[config.mk]
export PLATFORM = sky130hd
export DESIGN_NAME = vc_mux_n_reg_sd
export DESIGN_NICKNAME = d
export VERILOG_FILES = /design/src/rtl/vc_mux_n_reg_sd.sv
export SDC_FILE = /design/constraint.sdc
export NUM_CORES = 1
export LEC_CHECK = 0
export ABC_AREA = 1
export CAP_MARGIN = 5
export CELL_PAD_IN_SITES_DETAIL_PLACEMENT = 1
export CELL_PAD_IN_SITES_GLOBAL_PLACEMENT = 2
export CORE_MARGIN = 8
export CORE_UTILIZATION = 16
export DETAILED_ROUTE_END_ITERATION = 8
export GPL_TIMING_DRIVEN = 0
export PLACE_DENSITY_LB_ADDON = 0.1
export SETUP_SLACK_MARGIN = 0.3
export SYNTH_ARGS = -nofsm -noshare
export SYNTH_HDL_FRONTEND = slang
export SYNTH_SLANG_ARGS = --single-unit
[constraint.sdc]
create_clock -name clk -period 1.8 [get_ports clk]
set_clock_uncertainty 0.1 [all_clocks]
set_input_delay 0.54 -clock clk [delete_from_list [all_inputs] [get_ports clk]]
set_output_delay 0.54 -clock clk [all_outputs]
set_load 0.02 [all_outputs]
[src/rtl/vc_mux_n_reg_sd.sv]
// Registered N-input same-domain mux with valid/ready handshake and 1-cycle latency.
// Optional macro VC_MUX_N_REG_SD_SCRUB_EN inserts an idle bubble at each domain change.
module vc_mux_n_reg_sd #(
  parameter int unsigned p_nbits   = 32,
  parameter int unsigned p_ninputs = 4,
  localparam int unsigned c_selbits = $clog2(p_ninputs)
) (
  input  logic                           clk,
  input  logic                           reset,
  input  logic                           in_val,
  output logic                           in_rdy,
  input  logic [p_ninputs*p_nbits-1:0]   in_data,
  input  logic [c_selbits-1:0]           sel,
  input  logic [1:0]                     domain,
  output logic                           out_val,
  input  logic                           out_rdy,
  output logic [p_nbits-1:0]             out_data,
  output logic [1:0]                     out_domain,
  output logic                           out_err
);

`ifdef VC_MUX_N_REG_SD_SCRUB_EN
  typedef enum logic [1:0] {S_EMPTY, S_FULL, S_SCRUB} state_e;
`else
  typedef enum logic {S_EMPTY, S_FULL} state_e;
`endif

  state_e             state_q, state_d;
  logic [p_nbits-1:0] data_q, data_d;
  logic [1:0]         domain_q, domain_d;
  logic               err_q, err_d;
  logic [1:0]         last_domain_q, last_domain_d;

  logic [p_nbits-1:0] lane;
  logic               sel_ok;
  logic               load;
  state_e             load_state;

  // Lane pick by comparison loop so a non-power-of-two lane count never indexes past in_data.
  always_comb begin
    lane   = '0;
    sel_ok = (32'(sel) < p_ninputs);
    for (int unsigned i = 0; i < p_ninputs; i++) begin
      if (32'(sel) == i) lane = in_data[i*p_nbits +: p_nbits];
    end
  end

  always_comb begin
    in_rdy  = (state_q == S_EMPTY) || ((state_q == S_FULL) && out_rdy);
    out_val = (state_q == S_FULL);
    load    = in_val && in_rdy;

`ifdef VC_MUX_N_REG_SD_SCRUB_EN
    load_state = (domain != last_domain_q) ? S_SCRUB : S_FULL;
`else
    load_state = S_FULL;
`endif

    state_d = state_q;
    case (state_q)
      S_EMPTY: if (load) state_d = load_state;
      S_FULL: begin
        if (load)         state_d = load_state;
        else if (out_rdy) state_d = S_EMPTY;
      end
`ifdef VC_MUX_N_REG_SD_SCRUB_EN
      S_SCRUB: state_d = S_FULL;
`endif
      default: state_d = S_EMPTY;
    endcase

    data_d        = data_q;
    domain_d      = domain_q;
    err_d         = err_q;
    last_domain_d = last_domain_q;
    if (load) begin
      data_d        = sel_ok ? lane : '0;
      domain_d      = domain;
      err_d         = !sel_ok;
      last_domain_d = domain;
    end
  end

`ifndef VC_MUX_N_REG_SD_SCRUB_EN
  logic unused_last_domain;
  assign unused_last_domain = ^last_domain_q;
`endif

  always_ff @(posedge clk or posedge reset) begin
    if (reset) begin
      state_q       <= S_EMPTY;
      data_q        <= '0;
      domain_q      <= '0;
      err_q         <= 1'b0;
      last_domain_q <= '0;
    end else begin
      state_q       <= state_d;
      data_q        <= data_d;
      domain_q      <= domain_d;
      err_q         <= err_d;
      last_domain_q <= last_domain_d;
    end
  end

  // Held register stays intact while idle; only the visible outputs are forced to zero.
  always_comb begin
    out_data   = out_val ? data_q   : '0;
    out_domain = out_val ? domain_q : '0;
    out_err    = out_val ? err_q    : 1'b0;
  end

endmodule

==> results of run 1 <==
==> cells by family after synthesis <==
logic type | count (synthesis) | share of synthesized area
flops | 35 | 0.3415
simple gates | 301 | 0.4756
compound gates | 32 | 0.06244
buf+inv | 69 | 0.1190
other cells | 1 | 0.001462
==> what timing repair did <==
item                                    CTS  global route
endpoints found under the setup margin   71            70
setup buffers                            13             1
cloned                                    6             4
resized for setup                       279           147
pin swaps                                10            41
==> per-layer routing <==
| metal | track usage | up-vias | share of wire |
|---|---|---|---|
| met5 | 0 | - | 0.00083 |
| met4 | 0.02181 | 2 | 0.0076 |
| met3 | 0.05175 | 9 | 0.074 |
| met2 | 0.2645 | 113 | 0.48 |
| met1 | 0.1817 | 1653 | 0.44 |
| li1 | - | 1758 | - |
==> state kept, by name, indices dropped and copies added, names as in the netlist <==
signal and count:
domain_q 2, data_q 32, out_val 1
==> per-stage QoR <==
| stage | utilization | power (µW) | hold slack, ns |
|---|---|---|---|
| 5_1_grt | 0.3672 | 3716 | 0.4083 |
| 2_1_floorplan | - | 1528 | 0.3417 |
| 3_5_place_dp | 0.2905 | 2217 | 0.3647 |
| 3_3_place_gp | 0.2905 | 2199 | 0.3577 |
| 4_1_cts | 0.3301 | 3264 | 0.3776 |
| 6_report | 0.3672 | 3495 | 0.3920 |
==> cell usage in the layout, fill, tap and decap left out, types with 2 or more instances in the layout <==
cell / Yosys / final
clkbuf_2: 0 / 3
nor2_1: 65 / 47
buf_16: 0 / 6
inv_2: 0 / 35
nand2_2: 0 / 34
clkdlybuf4s15_2: 0 / 2
nand2_1: 169 / 98
clkbuf_16: 0 / 9
clkbuf_1: 7 / 2
buf_2: 19 / 7
inv_1: 39 / 3
o21ai_0: 32 / 32
buf_4: 2 / 17
dlygate4sd2_1: 0 / 2
nand2_4: 1 / 37
buf_12: 0 / 10
buf_8: 0 / 3
nand3_1: 66 / 66
nor2_4: 0 / 15
dfrtp_1: 35 / 34
nor2_2: 0 / 3
clkdlybuf4s50_1: 0 / 131
buf_6: 2 / 39
==> cell type report <==
type	count	area share
buffer	30	0.05618
clock buffer	7	0.02290
inverter	39	0.02571
multi-input combinational	334	0.3239
tap	216	0.04667
sequential	35	0.1515
timing repair buffer	195	0.3732
==> worst paths after layout <==
check	from	to
worst max-delay path	out_val	out_data[27]
worst min-delay path	data_q[26]	data_q[26]
worst max register to register	out_val	data_q[21]
worst min register to register	data_q[26]	data_q[26]
max in group asynchronous	reset	out_val
min in group asynchronous	reset	data_q[22]
==> synthesized netlist by cell type <==
cell type / count
nand2_1: 169
nand3_1: 66
nor2_1: 65
inv_1: 39
dfrtp_1: 35
o21ai_0: 32
buf_2: 19
clkbuf_1: 7
buf_4: 2
buf_6: 2
conb_1: 1
nand2_4: 1
==> critical path: cells and delay by family, from the launching register on <==
kind          cells  cell delay [ns]
buf+inv           4             0.48
simple gates      1             0.06
flops             1             0.44
==> power by group through the flow <==
stage	registers, µW	clock network (µW)	logic (µW)
6_report	1050	845	1600
2_1_floorplan	968	0	560
3_3_place_gp	977	0	1220
3_5_place_dp	982	0	1230
5_1_grt	1070	906	1740
4_1_cts	984	880	1400
==> run metrics, run 1 <==
outcome complete, but fails checks; failing checks negative setup slack; Critical Path RT 1.16 ns; die area 20340 µm²; HP Class reg -> reg; setup violators final 50; Chip Width 142.6 µm; Logic pwr share 0.458; fin crit share 1.063; Overflow after GRT 0; switching part of the total power 0.3484; Post-DP Area 4582 µm²; switching power of the nets 1218 µW; Placed Cells incl. Taps 825; Final min period 1.914 ns; CP Class reg -> out; worst hold stages 2; worst skew pair latency 0.28 ns; CP Data Arrival Time 1.27 ns; I/O pins 173; max incr delay on CP 0.44 ns; Initial Util 0.1626; worst vdd ir 253.1 µV; Total GRT Usage 0.1525; fill count 1896; Pins Over Slew Limit 0; largest net degree at the start of global routing 36; nets@finish 776; # DRC 0; Layout Area Growth over Synthesis 125.8%; TritonCTS clock tree built; mean area per synthesized cell 5.856 µm²; share of the synthesized area in the top cell type 0.3415; Final Non-Filler Cells 856; First DRT Iteration DRCs 94; Synth Net Count 574; critical path capture point type primary output; gpl congestion 0.7528; Synth Instances 438; register area 877.1 µm²; routed len/inst 18.39 µm; multi-input logic area 1876 µm²; via count 3535; row count 46; Worst Max-Slew Pin Slew 0.5093 ns; design area 5791 µm²; PnR worst setup slack -0.1141 ns; clk sinks 35; total CTS buffers 5; core outline area 15770 µm²; Clock Path Buffers 2; crit path max fanout 6; Max-Cap Viols 0; Mapped Area 2565 µm²; RSZ-0062 raised after global routing yes; pre-CTS setup slack -0.5734 ns; setup tns final -3.959 ns; Reg clk slew, reported paths 0.06 ns; initial antenna violation count 1; Synth Warn # 0; 1st-pass router iterations 4; crit-path cells buf_12 -> clkbuf_16 -> nand2_2 -> inv_2 -> buf_6; synth unique cells 12; Leak 0.002813 µW; Hold Vio Cnt, Final 0; IO buf count 171; Hold-fix buffers, CTS 0; Int Pwr 2277 µW; slowest cell on the critical path dfrtp_2; die height 142.6 µm; H-tree level count 2; first-pass GRT wire length 23.44 mm; largest area contributor in the netlist dfrtp_1; PwrDens 603.6 nW/µm²; #FFs+latches synth 35; post-detail-place hpwl 11.50 mm; Worst setup SP type register; clock power share 0.242; vias in the first global route 3923; Post-DRT Antenna Nets 0; Max Freq 522.4 MHz; CTS Root Cell clkbuf_16; antenna cells 0; Routed WL 15.74 mm; FF-to-FF path depth 12; sequential power share 0.301; vias per inst 4.130; top post-synthesis cells by area dfrtp_1, nand2_1, nand3_1; Seq/Total Area, Yosys 0.3415; R2R setup slack -0.08 ns; slew margin rel. 0.6604; ratio of cells with drive above 1 in the final layout 0.3500
No activity file was read; power rests on OpenSTA's default activity.
==> run 2, diff against run 1 <==
Settings changed: SLEW_MARGIN set to 15.
==> run 2 against run 1 <==
Effect of this change:
- the flow still finishes with violations (negative setup slack)
- count of clock-buffer cells in the layout unchanged
- sequential cell count unchanged
- critical endpoint is now out_data[12]
- register-to-register slack improved by 0.08 ns
- via count increased by 0.14%
- critical path depth is the same
==> run metrics, run 2 (synthesis gave the netlist of run 1 again) <==
most common cell after layout, fill and taps aside clkdlybuf4s50_1; ratio of cells with drive above 1 in the final layout 0.3495; post-detail-place hpwl 11.56 mm; antenna cells 0; gpl congestion 0.7528; Worst path top cell family by delay buffers and inverters; pre-CTS setup slack -0.5734 ns; Hold Vio Cnt, Final 0; most frequent cells in the layout clkdlybuf4s50_1, nand2_1, nand3_1; Reg clk slew, reported paths 0.06 ns; fin crit share 1.064; Final min period 1.915 ns; Chip Width 142.6 µm; WP buf/inv 4; initial antenna violation count 1; PnR worst setup slack -0.1150 ns; CP Class reg -> out; Worst setup SP type register; PwrDens 606.0 nW/µm²; HP Class reg -> reg; via count 3540; Initial Util 0.1626; Util after Layout 0.3693; Placed Cells incl. Taps 826; Post-DRT Antenna Nets 0; Logic pwr share 0.459; total CTS buffers 5; critical path capture point type primary output; Final Non-Filler Cells 857; vias in the first global route 4015; crit path max fanout 5; clock power share 0.241; switching power of the nets 1233 µW; Total Power 3529 µW; CTS Root Cell clkbuf_16; H-tree level count 2; 1st-pass router iterations 3; Layout Area Growth over Synthesis 127.1%; worst vdd ir 296.2 µV; IO buf count 171; TritonCTS clock tree built; fill count 1894; vias per inst 4.131; max reg flops 32; nets@finish 777; setup violators final 35; Clock Path Buffers 2; Largest Register data_q; sequential power share 0.301; outcome complete, but fails checks; Leak 0.002843 µW; Hold-fix buffers, CTS 0; core outline area 15770 µm²; routed len/inst 18.31 µm; First DRT Iteration DRCs 111; Pins Over Slew Limit 0; I/O pins 173; die area 20340 µm²; multi-input logic area 1883 µm²; Max-Cap Viols 0; switching part of the total power 0.3495; die height 142.6 µm; Overflow after GRT 0; max incr delay on CP 0.45 ns; Int Pwr 2296 µW; clk sinks 35; failing checks negative setup slack; crit-path cells buf_12 -> clkbuf_16 -> nand2_4 -> inv_2 -> buf_6; first-pass GRT wire length 23.67 mm; setup tns final -3.525 ns; Max Freq 522.2 MHz; register area 877.1 µm²; RSZ-0062 raised after global routing yes; slowest cell on the critical path dfrtp_2; row count 46; # DRC 0; Routed WL 15.70 mm; Total GRT Usage 0.1551; largest net degree at the start of global routing 26; worst skew pair latency 0.29 ns; CP Data Arrival Time 1.28 ns; Critical Path RT 1.16 ns
-- run 2: changes by cell type in the layout (fill, tap and decap cells not counted), sizes merged --
cell / change
buf: +1
-- run 2: cell type report --
type	count	area share
Timing Repair Buffer	196	0.3729
Sequential cell	35	0.1506
Tap cell	216	0.04640
Multi-Input combinational cell	334	0.3233
Inverter	39	0.02513
Clock buffer	7	0.02277
Buffer	30	0.05886
-- run 2: layer usage --
| layer | vias to the layer above | track usage | part of all wire |
|---|---|---|---|
| li1 | 1756 | - | - |
| met1 | 1665 | 0.1836 | 0.44 |
| met2 | 110 | 0.2670 | 0.48 |
| met3 | 7 | 0.05543 | 0.074 |
| met4 | 2 | 0.02517 | 0.0063 |
| met5 | - | 0 | 0.00083 |
-- run 2: metrics by stage --
step	hold slack, ns	cell area [µm²]
2_1_floorplan	0.3417	2600
3_3_place_gp	0.3577	4582
6_report	0.4032	5824
4_1_cts	0.3771	5271
5_1_grt	0.4261	5824
3_5_place_dp	0.3647	4602
-- run 2: power groups by stage --
stage                     clock [µW]  sequential, µW  combinational (µW)
final                            850            1060                1620
after global routing             925            1080                1760
after CTS                        888             985                1430
after detailed placement           0             982                1240
after global placement             0             977                1220
after floorplan                    0             968                 560
-- run 2: path summary, 6_finish.rpt --
kind,startpoint,end,slack (ns),cells after the start
max,out_val,out_data[12],-0.12,5
min,data_q[31],data_q[31],0.40,2
max reg2reg,out_val,data_q[16],0,11
min reg2reg,data_q[31],data_q[31],0.40,2
max in group asynchronous,reset,data_q[8],0.73,3
min in group asynchronous,reset,data_q[22],0.41,2
-- run 2: timing repair --
item / CTS / global route
pin swaps: 8 / 44
setup buffers: 13 / 1
gates resized for setup: 295 / 140
cloned: 7 / 3
setup endpoints to repair: 70 / 70
-- run 2: worst register-to-register path: stages (launching register included) --
cell	delay (ns)
dfrtp_2	0.45
buf_12	0.15
buf_6	0.11
buf_6	0.11
nand2_4	0.05
buf_6	0.11
nand2_8	0.06
buf_12	0.16
buf_12	0.14
buf_16	0.15
nand2_2	0.05
nand2_1	0.05
